===== src/rtl/square_wave_freq_meter_pkg.sv =====
// Shared constants and state encoding for the square-wave frequency meter.
package freq_meter_pkg;

  localparam int unsigned CLOCK_FREQUENCY_DEF = 50_000_000;
  localparam int unsigned FREQ_W_DEF          = 16;
  localparam logic [FREQ_W_DEF-1:0] FREQ_MAX  = '1;

  typedef enum logic [1:0] {
    IDLE    = 2'd0,
    MEASURE = 2'd1,
    DIVIDE  = 2'd2
  } meter_state_e;

endpackage


===== src/rtl/square_wave_freq_meter_if.sv =====
// Signal bundle between the frequency meter and its consumer.
// master: the meter (samples sq_in, drives the result); slave: the consumer.
interface square_wave_freq_meter_if
  import freq_meter_pkg::*;
#(
  parameter int unsigned FREQ_W = FREQ_W_DEF
);
  logic              sq_in;
  logic [FREQ_W-1:0] freq_out;
  logic              freq_valid;
  logic              locked;
  logic              overrun;

  modport master (input sq_in, output freq_out, freq_valid, locked, overrun);
  modport slave  (output sq_in, input freq_out, freq_valid, locked, overrun);
endinterface


===== src/rtl/square_wave_freq_meter_divider.sv =====
// Unsigned restoring divider, one quotient bit per cycle, W-cycle latency.
// done_o and quot_o are valid together during the final iteration cycle.
module seq_divider #(
  parameter int unsigned W = 26
) (
  input  logic         clk,
  input  logic         reset_n,
  input  logic         start_i,
  input  logic [W-1:0] dividend_i,
  input  logic [W-1:0] divisor_i,
  output logic         busy_o,
  output logic         done_o,
  output logic [W-1:0] quot_o
);
  localparam int unsigned IW = $clog2(W);

  logic          busy_q;
  logic [IW-1:0] iter_q;
  logic [W-1:0]  rem_q, quo_q, div_q;
  logic [W:0]    rem_sh_d;
  logic          ge_d;
  logic [W-1:0]  rem_d, quo_d;

  // One restoring step: shift in the next dividend bit, subtract when it fits.
  always_comb begin
    rem_sh_d = {rem_q, quo_q[W-1]};
    ge_d     = (rem_sh_d >= {1'b0, div_q});
    rem_d    = ge_d ? W'(rem_sh_d - {1'b0, div_q}) : rem_sh_d[W-1:0];
    quo_d    = {quo_q[W-2:0], ge_d};
  end

  assign busy_o = busy_q;
  assign done_o = busy_q && (iter_q == IW'(W - 1));
  assign quot_o = quo_d;

  // Load on an accepted start, then iterate until the last quotient bit.
  always_ff @(posedge clk) begin
    if (!reset_n) begin
      busy_q <= 1'b0;
      iter_q <= '0;
      rem_q  <= '0;
      quo_q  <= '0;
      div_q  <= '0;
    end else if (start_i && !busy_q) begin
      busy_q <= 1'b1;
      iter_q <= '0;
      rem_q  <= '0;
      quo_q  <= dividend_i;
      div_q  <= divisor_i;
    end else if (busy_q) begin
      rem_q  <= rem_d;
      quo_q  <= quo_d;
      iter_q <= iter_q + IW'(1);
      if (done_o) busy_q <= 1'b0;
    end
  end
endmodule


===== src/rtl/square_wave_freq_meter.sv =====
// Square-wave frequency meter: times the interval between input edges and
// reports floor(CLOCK_FREQUENCY / half_period) saturated to FREQ_W bits.
// Optional macro FREQ_METER_AVG_EN: average four intervals per result.
module square_wave_freq_meter
  import freq_meter_pkg::*;
#(
  parameter int unsigned CLOCK_FREQUENCY = CLOCK_FREQUENCY_DEF,
  parameter int unsigned CNT_W           = 26,
  parameter int unsigned FREQ_W          = FREQ_W_DEF,
  parameter int unsigned TIMEOUT_CYCLES  = 50_000_000
) (
  input logic                      clk,
  input logic                      reset_n,
  square_wave_freq_meter_if.master bus
);
  logic              sync1_q, sync_q, prev_q;
  meter_state_e      state_q;
  logic [CNT_W-1:0]  count_q;
  logic [FREQ_W-1:0] freq_q;
  logic              valid_q, locked_q, overrun_q;

  logic              edge_d, timeout_d, div_start_d;
  logic [CNT_W-1:0]  count_inc_d, captured_d, divisor_d;
  logic [FREQ_W-1:0] freq_sat_d;
  logic              div_busy, div_done;
  logic [CNT_W-1:0]  div_quot;

`ifdef FREQ_METER_AVG_EN
  logic [CNT_W+1:0]  acc_q, acc_sum_d;
  logic [1:0]        idx_q;
`endif

  // Two-flop synchronizer plus previous-value register for edge detection.
  always_ff @(posedge clk) begin
    if (!reset_n) begin
      sync1_q <= 1'b0;
      sync_q  <= 1'b0;
      prev_q  <= 1'b0;
    end else begin
      sync1_q <= bus.sq_in;
      sync_q  <= sync1_q;
      prev_q  <= sync_q;
    end
  end

  // Edge, counter, timeout, divider launch and result saturation.
  always_comb begin
    edge_d      = sync_q ^ prev_q;
    count_inc_d = (&count_q) ? count_q : count_q + 1'b1;
    captured_d  = count_q + 1'b1;
    timeout_d   = (count_q == CNT_W'(TIMEOUT_CYCLES - 1));
`ifdef FREQ_METER_AVG_EN
    acc_sum_d   = acc_q + {2'b00, captured_d};
    div_start_d = (state_q == MEASURE) && edge_d && (idx_q == 2'd3) && !div_busy;
    divisor_d   = acc_sum_d[CNT_W+1:2];
`else
    div_start_d = (state_q == MEASURE) && edge_d && !div_busy;
    divisor_d   = captured_d;
`endif
    freq_sat_d  = (|div_quot[CNT_W-1:FREQ_W]) ? '1 : div_quot[FREQ_W-1:0];
  end

  seq_divider #(.W(CNT_W)) u_div (
    .clk       (clk),
    .reset_n   (reset_n),
    .start_i   (div_start_d),
    .dividend_i(CNT_W'(CLOCK_FREQUENCY)),
    .divisor_i (divisor_d),
    .busy_o    (div_busy),
    .done_o    (div_done),
    .quot_o    (div_quot)
  );

  // Measurement FSM with registered result, lock and overrun outputs.
  always_ff @(posedge clk) begin
    if (!reset_n) begin
      state_q   <= IDLE;
      count_q   <= '0;
      freq_q    <= '0;
      valid_q   <= 1'b0;
      locked_q  <= 1'b0;
      overrun_q <= 1'b0;
`ifdef FREQ_METER_AVG_EN
      acc_q     <= '0;
      idx_q     <= '0;
`endif
    end else begin
      valid_q   <= 1'b0;
      overrun_q <= 1'b0;
      unique case (state_q)
        IDLE: begin
          count_q <= '0;
          if (edge_d) state_q <= MEASURE;
        end
        MEASURE: begin
          if (edge_d) begin
            count_q <= '0;
`ifdef FREQ_METER_AVG_EN
            if (idx_q == 2'd3) begin
              state_q <= DIVIDE;
              acc_q   <= '0;
              idx_q   <= '0;
            end else begin
              acc_q   <= acc_sum_d;
              idx_q   <= idx_q + 2'd1;
            end
`else
            state_q <= DIVIDE;
`endif
          end else if (timeout_d) begin
            count_q  <= '0;
            freq_q   <= '0;
            valid_q  <= 1'b1;
            locked_q <= 1'b0;
            state_q  <= IDLE;
`ifdef FREQ_METER_AVG_EN
            acc_q    <= '0;
            idx_q    <= '0;
`endif
          end else begin
            count_q <= count_inc_d;
          end
        end
        DIVIDE: begin
          // An edge here is dropped, but it still restarts interval timing.
          if (edge_d) begin
            count_q   <= '0;
            overrun_q <= 1'b1;
`ifdef FREQ_METER_AVG_EN
            acc_q     <= '0;
            idx_q     <= '0;
`endif
          end else begin
            count_q <= count_inc_d;
          end
          if (div_done) begin
            freq_q   <= freq_sat_d;
            valid_q  <= 1'b1;
            locked_q <= 1'b1;
            state_q  <= MEASURE;
          end
        end
        default: state_q <= IDLE;
      endcase
    end
  end

  assign bus.freq_out   = freq_q;
  assign bus.freq_valid = valid_q;
  assign bus.locked     = locked_q;
  assign bus.overrun    = overrun_q;
endmodule


===== src/flat_wrapper.sv =====
// flat-port wrapper written by rule: the top's interface ports become plain ports
module square_wave_freq_meter_flat import freq_meter_pkg::*;
#(
  parameter int unsigned CLOCK_FREQUENCY = CLOCK_FREQUENCY_DEF,
  parameter int unsigned CNT_W           = 26,
  parameter int unsigned FREQ_W          = FREQ_W_DEF,
  parameter int unsigned TIMEOUT_CYCLES  = 50_000_000
)
  (clk, reset_n, bus_sq_in, bus_freq_out, bus_freq_valid, bus_locked, bus_overrun);
  square_wave_freq_meter_if #(.FREQ_W(FREQ_W)) bus_i ();
  input logic clk;
  input logic reset_n;
  input wire logic [$bits(bus_i.sq_in)-1:0] bus_sq_in;
  output wire logic [$bits(bus_i.freq_out)-1:0] bus_freq_out;
  output wire logic [$bits(bus_i.freq_valid)-1:0] bus_freq_valid;
  output wire logic [$bits(bus_i.locked)-1:0] bus_locked;
  output wire logic [$bits(bus_i.overrun)-1:0] bus_overrun;
  assign bus_i.sq_in = bus_sq_in;
  assign bus_freq_out = bus_i.freq_out;
  assign bus_freq_valid = bus_i.freq_valid;
  assign bus_locked = bus_i.locked;
  assign bus_overrun = bus_i.overrun;
  square_wave_freq_meter #(.CLOCK_FREQUENCY(CLOCK_FREQUENCY), .CNT_W(CNT_W), .FREQ_W(FREQ_W), .TIMEOUT_CYCLES(TIMEOUT_CYCLES)) u_core (.clk(clk), .reset_n(reset_n), .bus(bus_i));
endmodule

===== config.mk =====
export PLATFORM = sky130hd
export DESIGN_NAME = square_wave_freq_meter_flat
export DESIGN_NICKNAME = d
export VERILOG_FILES = /design/src/rtl/square_wave_freq_meter_pkg.sv /design/src/rtl/square_wave_freq_meter_if.sv /design/src/rtl/square_wave_freq_meter_divider.sv /design/src/rtl/square_wave_freq_meter.sv /design/src/flat_wrapper.sv
export SDC_FILE = /design/constraint.sdc
export NUM_CORES = 1
export LEC_CHECK = 0
export CAP_MARGIN = 10
export CORE_ASPECT_RATIO = 1.5
export CORE_MARGIN = 4
export CORE_UTILIZATION = 55
export DETAILED_ROUTE_END_ITERATION = 12
export GPL_ROUTABILITY_DRIVEN = 1
export GPL_TIMING_DRIVEN = 0
export PLACE_DENSITY = 0.79
export SYNTH_ARGS = -nofsm -noshare
export SYNTH_HDL_FRONTEND = slang
export SYNTH_SLANG_ARGS = --single-unit

===== constraint.sdc =====
create_clock -name clk -period 6.55 [get_ports clk]
set_clock_uncertainty 0.15 [all_clocks]
set_input_delay 1.31 -clock clk [delete_from_list [all_inputs] [get_ports clk]]
set_output_delay 1.31 -clock clk [all_outputs]
set_load 0.005 [all_outputs]

==> results.tsv <==
stage	metric	value	unit
status	status	complete, no violations	
sta	final hold slack	0.308	ns
final_layout	Antenna Diode Count	0	
global_routing	GRT Overall Usage	27.1	%
synthesis	register bit count reported by yosys	134	
detailed_routing	Antenna Nets Post-Route	0	
synthesis	top post-synthesis cells by count	dfxtp_1 (134), nand2_1 (84), nor2_1 (64)	
worst_setup_path	Worst path depth	12	
final_layout	proportion of layout cells with a drive suffix above 1	8.22	%
global_routing	number of global-route vias before repair	6447	
pwr	power per cell area	280	nW/µm²
sta	setup violators final	0	
synthesis	Syn Std Cell Area	7250	µm²
clock_network	CTS Buffer Depth	2	
pwr	Gate power share	22.8	%
worst_setup_path	Worst Path Buf+Inv	2	
synthesis	post-synthesis sequential area ratio	37.0	%
floorplan	I/O Pins	22	
synthesis	syn_nets	909	
synthesis	Post-Synth XOR/XNOR Area	6.16	%
clock_network	hold buffers post-CTS	0	
min_path	hold_sp	u_core.bus.freq_out[14]$_SDFFE_PN0P_	
worst_setup_path	Worst Path Arrival	3.31	ns
sta	Max Clk Rate	321	MHz
worst_setup_path	crit-path max FO	10	
worst_setup_path	worst-case reg-to-reg path depth	12	
sta	Final Max Tran Viols	0	
pwr	NetSw	736	µW
synthesis	Synth area leaders	dfxtp_1 (37%), ha_1 (5.7%), nand2_1 (4.3%), a21oi_1 (3.5%), nor2_1 (3.3%)	
floorplan	die area	15100	µm²
worst_setup_path	slowest cell delay on critical path	0.38	ns
synthesis	Synth Flop Type	dfxtp_1	
synthesis	Synth Area in Compound Gates	24.7	%
clock_network	post-cts resize count	0	
synthesis	Yosys warning total	0	
global_routing	antenna violations before repair	0	
place	Cell Area, Placed	7660	µm²
worst_setup_path	Worst Setup End Kind	flop	
sta	fin crit period	3.12	ns
worst_setup_path	Setup crit start	u_core.u_div.div_q[1]$_SDFFE_PN0P_	
min_path	cell count of the worst hold path	2	
synthesis	Synth cell types	76	
detailed_routing	Post-Route WL	19300	µm
final_layout	Final nets	949	
sta	setup_tns	0	ns
sta	RSZ-0062 raised after global routing	no	
clock_network	CTS tree	built	
synthesis	Post-Synth Adder-Cell Area	5.97	%
clock_network	H-tree levels	4	
worst_setup_path	CP max stage cell	a311oi_2	
global_routing	largest net degree at the start of global routing	17	
floorplan	chip width	102	µm
place	Routability Congestion	0.923	
clock_network	Worst-Skew Late Latency	0.42	ns
final_layout	fill count	1118	
synthesis	EDFF count, synth	0	
synthesis	largest family of logic cells by synthesized area	compound AO/OA/AOI/OAI gates	
sta	Relative slew margins	47.7	%
floorplan	Initial Util	56.0	%
sta	final period utilization	47.6	%
pwr	leakage	3.14	nW
run	max_cap viols	0	
worst_setup_path	Reg2Reg Launch Point	u_core.u_div.div_q[1]$_SDFFE_PN0P_	
worst_setup_path	Worst Setup Start Kind	flop	
sta	Hold Fails Final Rpt	0	
pwr	sequential fraction of design power	36.8	%
floorplan	Site Rows	51	
pwr	Clk pwr share	40.4	%
worst_setup_path	Critical Path, Cell by Cell	inv_1, ha_1, nor2b_2, o2111ai_1, a311oi_2, o2111ai_2, a211oi_2, o32ai_2, o21bai_4, buf_4, nand2_1, a31oi_1	
place	port buffer count	21	
synthesis	mux share of post-synthesis cell area	2.35	%
pwr	Internal	1.57	mW
detailed_routing	drt drc	0	
clock_network	setup repair bufs after CTS	0	
synthesis	Async SR Flop Fraction	0	%
detailed_routing	Iter 0 DRT Violations	381	
pwr	maximum VDD drop	0.231	mV
clock_network	clock sinks	134	
worst_setup_path	crit path kind	flop to flop	
final_layout	final instance area	8230	µm²
detailed_routing	detailed-router iteration count before antenna repair	5	
clock_network	clock-pin slew on the worst setup and hold paths	0.06	ns
synthesis	most common cell in the netlist	dfxtp_1	
pwr	fraction of power spent switching nets	31.9	%
floorplan	Die Ht	149	µm
synthesis	largest area contributor in the netlist	dfxtp_1	
synthesis	Post-Synth Simple-Gate Area	17.9	%
detailed_routing	vias	6544	
detailed_routing	via/cell ratio	6.04	
synthesis	Avg Inst Size Synth	8.32	µm²
clock_network	Inserted Clock Buffers	17	
synthesis	Post-Syn Instances	872	
worst_setup_path	Required @ worst endpoint	6.74	ns
synthesis	top-area cell type share of the netlist area	37.0	%
global_routing	first-pass GRT wire length	32100	µm
min_path	Min-Delay Path Class	flop to flop	
place	dpl hpwl	14000	µm
detailed_routing	routed len/inst	17.8	µm
sta	worst slew pin tran	0.784	ns
global_routing	total congestion overflow	0	
worst_setup_path	Crit path max-delay family	compound AO/OA/AOI/OAI gates	
final_layout	Area Growth Syn to Fin	13.5	%
clock_network	clock root cell	clkbuf_16	
floorplan	core area	13000	µm²
-- final timing paths --
kind | end | slack, ns
worst min register to register | u_core.bus.freq_out[14]$_SDFFE_PN0P_ | 0.31
worst max register to register | u_core.u_div.rem_q[19]$_SDFFE_PP0P_ | 3.43
worst max-delay path | u_core.u_div.rem_q[19]$_SDFFE_PP0P_ | 3.43
worst min-delay path | u_core.bus.freq_out[14]$_SDFFE_PN0P_ | 0.31
-- cell type report --
class	instances	area (µm²)	share of cell area, %
buffer	56	267	3.24
tap	159	199	2.42
clock buffer	18	429	5.21
sequential	134	2680	32.6
inverter	44	165	2.01
multi-input combinational	638	4140	50.3
timing repair buffer	21	210	2.55
clock inverter	14	140	1.70
-- sequential cells by signal, summed over array words and instances (netlist names), 2 cells and up --
signal               cells
u_core.bus.freq_out     16
u_core.state_q           2
u_core.u_div.iter_q      5
u_core.u_div.quo_q      26
u_core.u_div.div_q      26
u_core.count_q          26
u_core.u_div.rem_q      26
-- stage by stage --
stage	instances	power (mW)	utilization, %	setup WS [ns]
after floorplan	872	1.26	-	3.90
after detailed placement	1052	1.38	59.2	3.15
after CTS	1084	2.31	63.5	3.47
after global placement	1052	1.37	59.2	3.17
final	1084	2.31	63.5	3.43
after global routing	1084	2.40	63.5	3.19
-- per-layer routing --
layer	up-vias	routed length [µm]	track usage [%]
li1	3180	-	-
met2	203	9740	46.9
met5	-	0	0
met4	0	1320	16.6
met3	79	786	5.26
met1	3082	7500	29.8
-- kinds of logic after synthesis --
| family | after synthesis |
|---|---|
| AOI/OAI and AO/OA | 273 |
| xor gates and xnor gates | 51 |
| adders and majority gates | 34 |
| buffers and inverters | 100 |
| DFF | 134 |
| muxes | 17 |
| and+or+nand+nor | 263 |
-- worst reg2reg max path: stages (launching register included) --
cell	delay (ns)
dfxtp_1	0.31
inv_1	0.10
ha_1	0.32
nor2b_2	0.17
o2111ai_1	0.16
a311oi_2	0.38
o2111ai_2	0.17
a211oi_2	0.27
o32ai_2	0.17
o21bai_4	0.32
buf_4	0.26
nand2_1	0.09
a31oi_1	0.17
-- cell usage in the layout, fill, tap and decap left out, types with 6 or more instances in the layout --
master           count
a21boi_0             8
a21boi_1            20
a21o_1              17
a21oi_1             50
a31oi_1             19
and2_1               8
and3_1              10
buf_2               17
clkbuf_1            31
clkbuf_16           17
clkdlybuf4s50_1     21
dfxtp_1            134
ha_1                33
inv_1               43
mux2i_1             17
nand2_1             84
nand3_1             24
nand4_1              9
nor2_1              64
nor2b_1             26
nor3_1               6
o211ai_1            20
o21a_1               7
o21ai_0             44
o21ai_1             24
o22ai_1             26
xnor2_1             25
xor2_1              26
-- power by group through the flow --
stage / sequential [mW] / combinational (mW) / clock (mW)
after floorplan: 0.861 / 0.402 / 0
after global placement: 0.866 / 0.509 / 0
after detailed placement: 0.866 / 0.515 / 0
after CTS: 0.849 / 0.521 / 0.937
after global routing: 0.851 / 0.579 / 0.971
final: 0.849 / 0.526 / 0.933
Note: power is estimated with default switching activity, not from simulation.
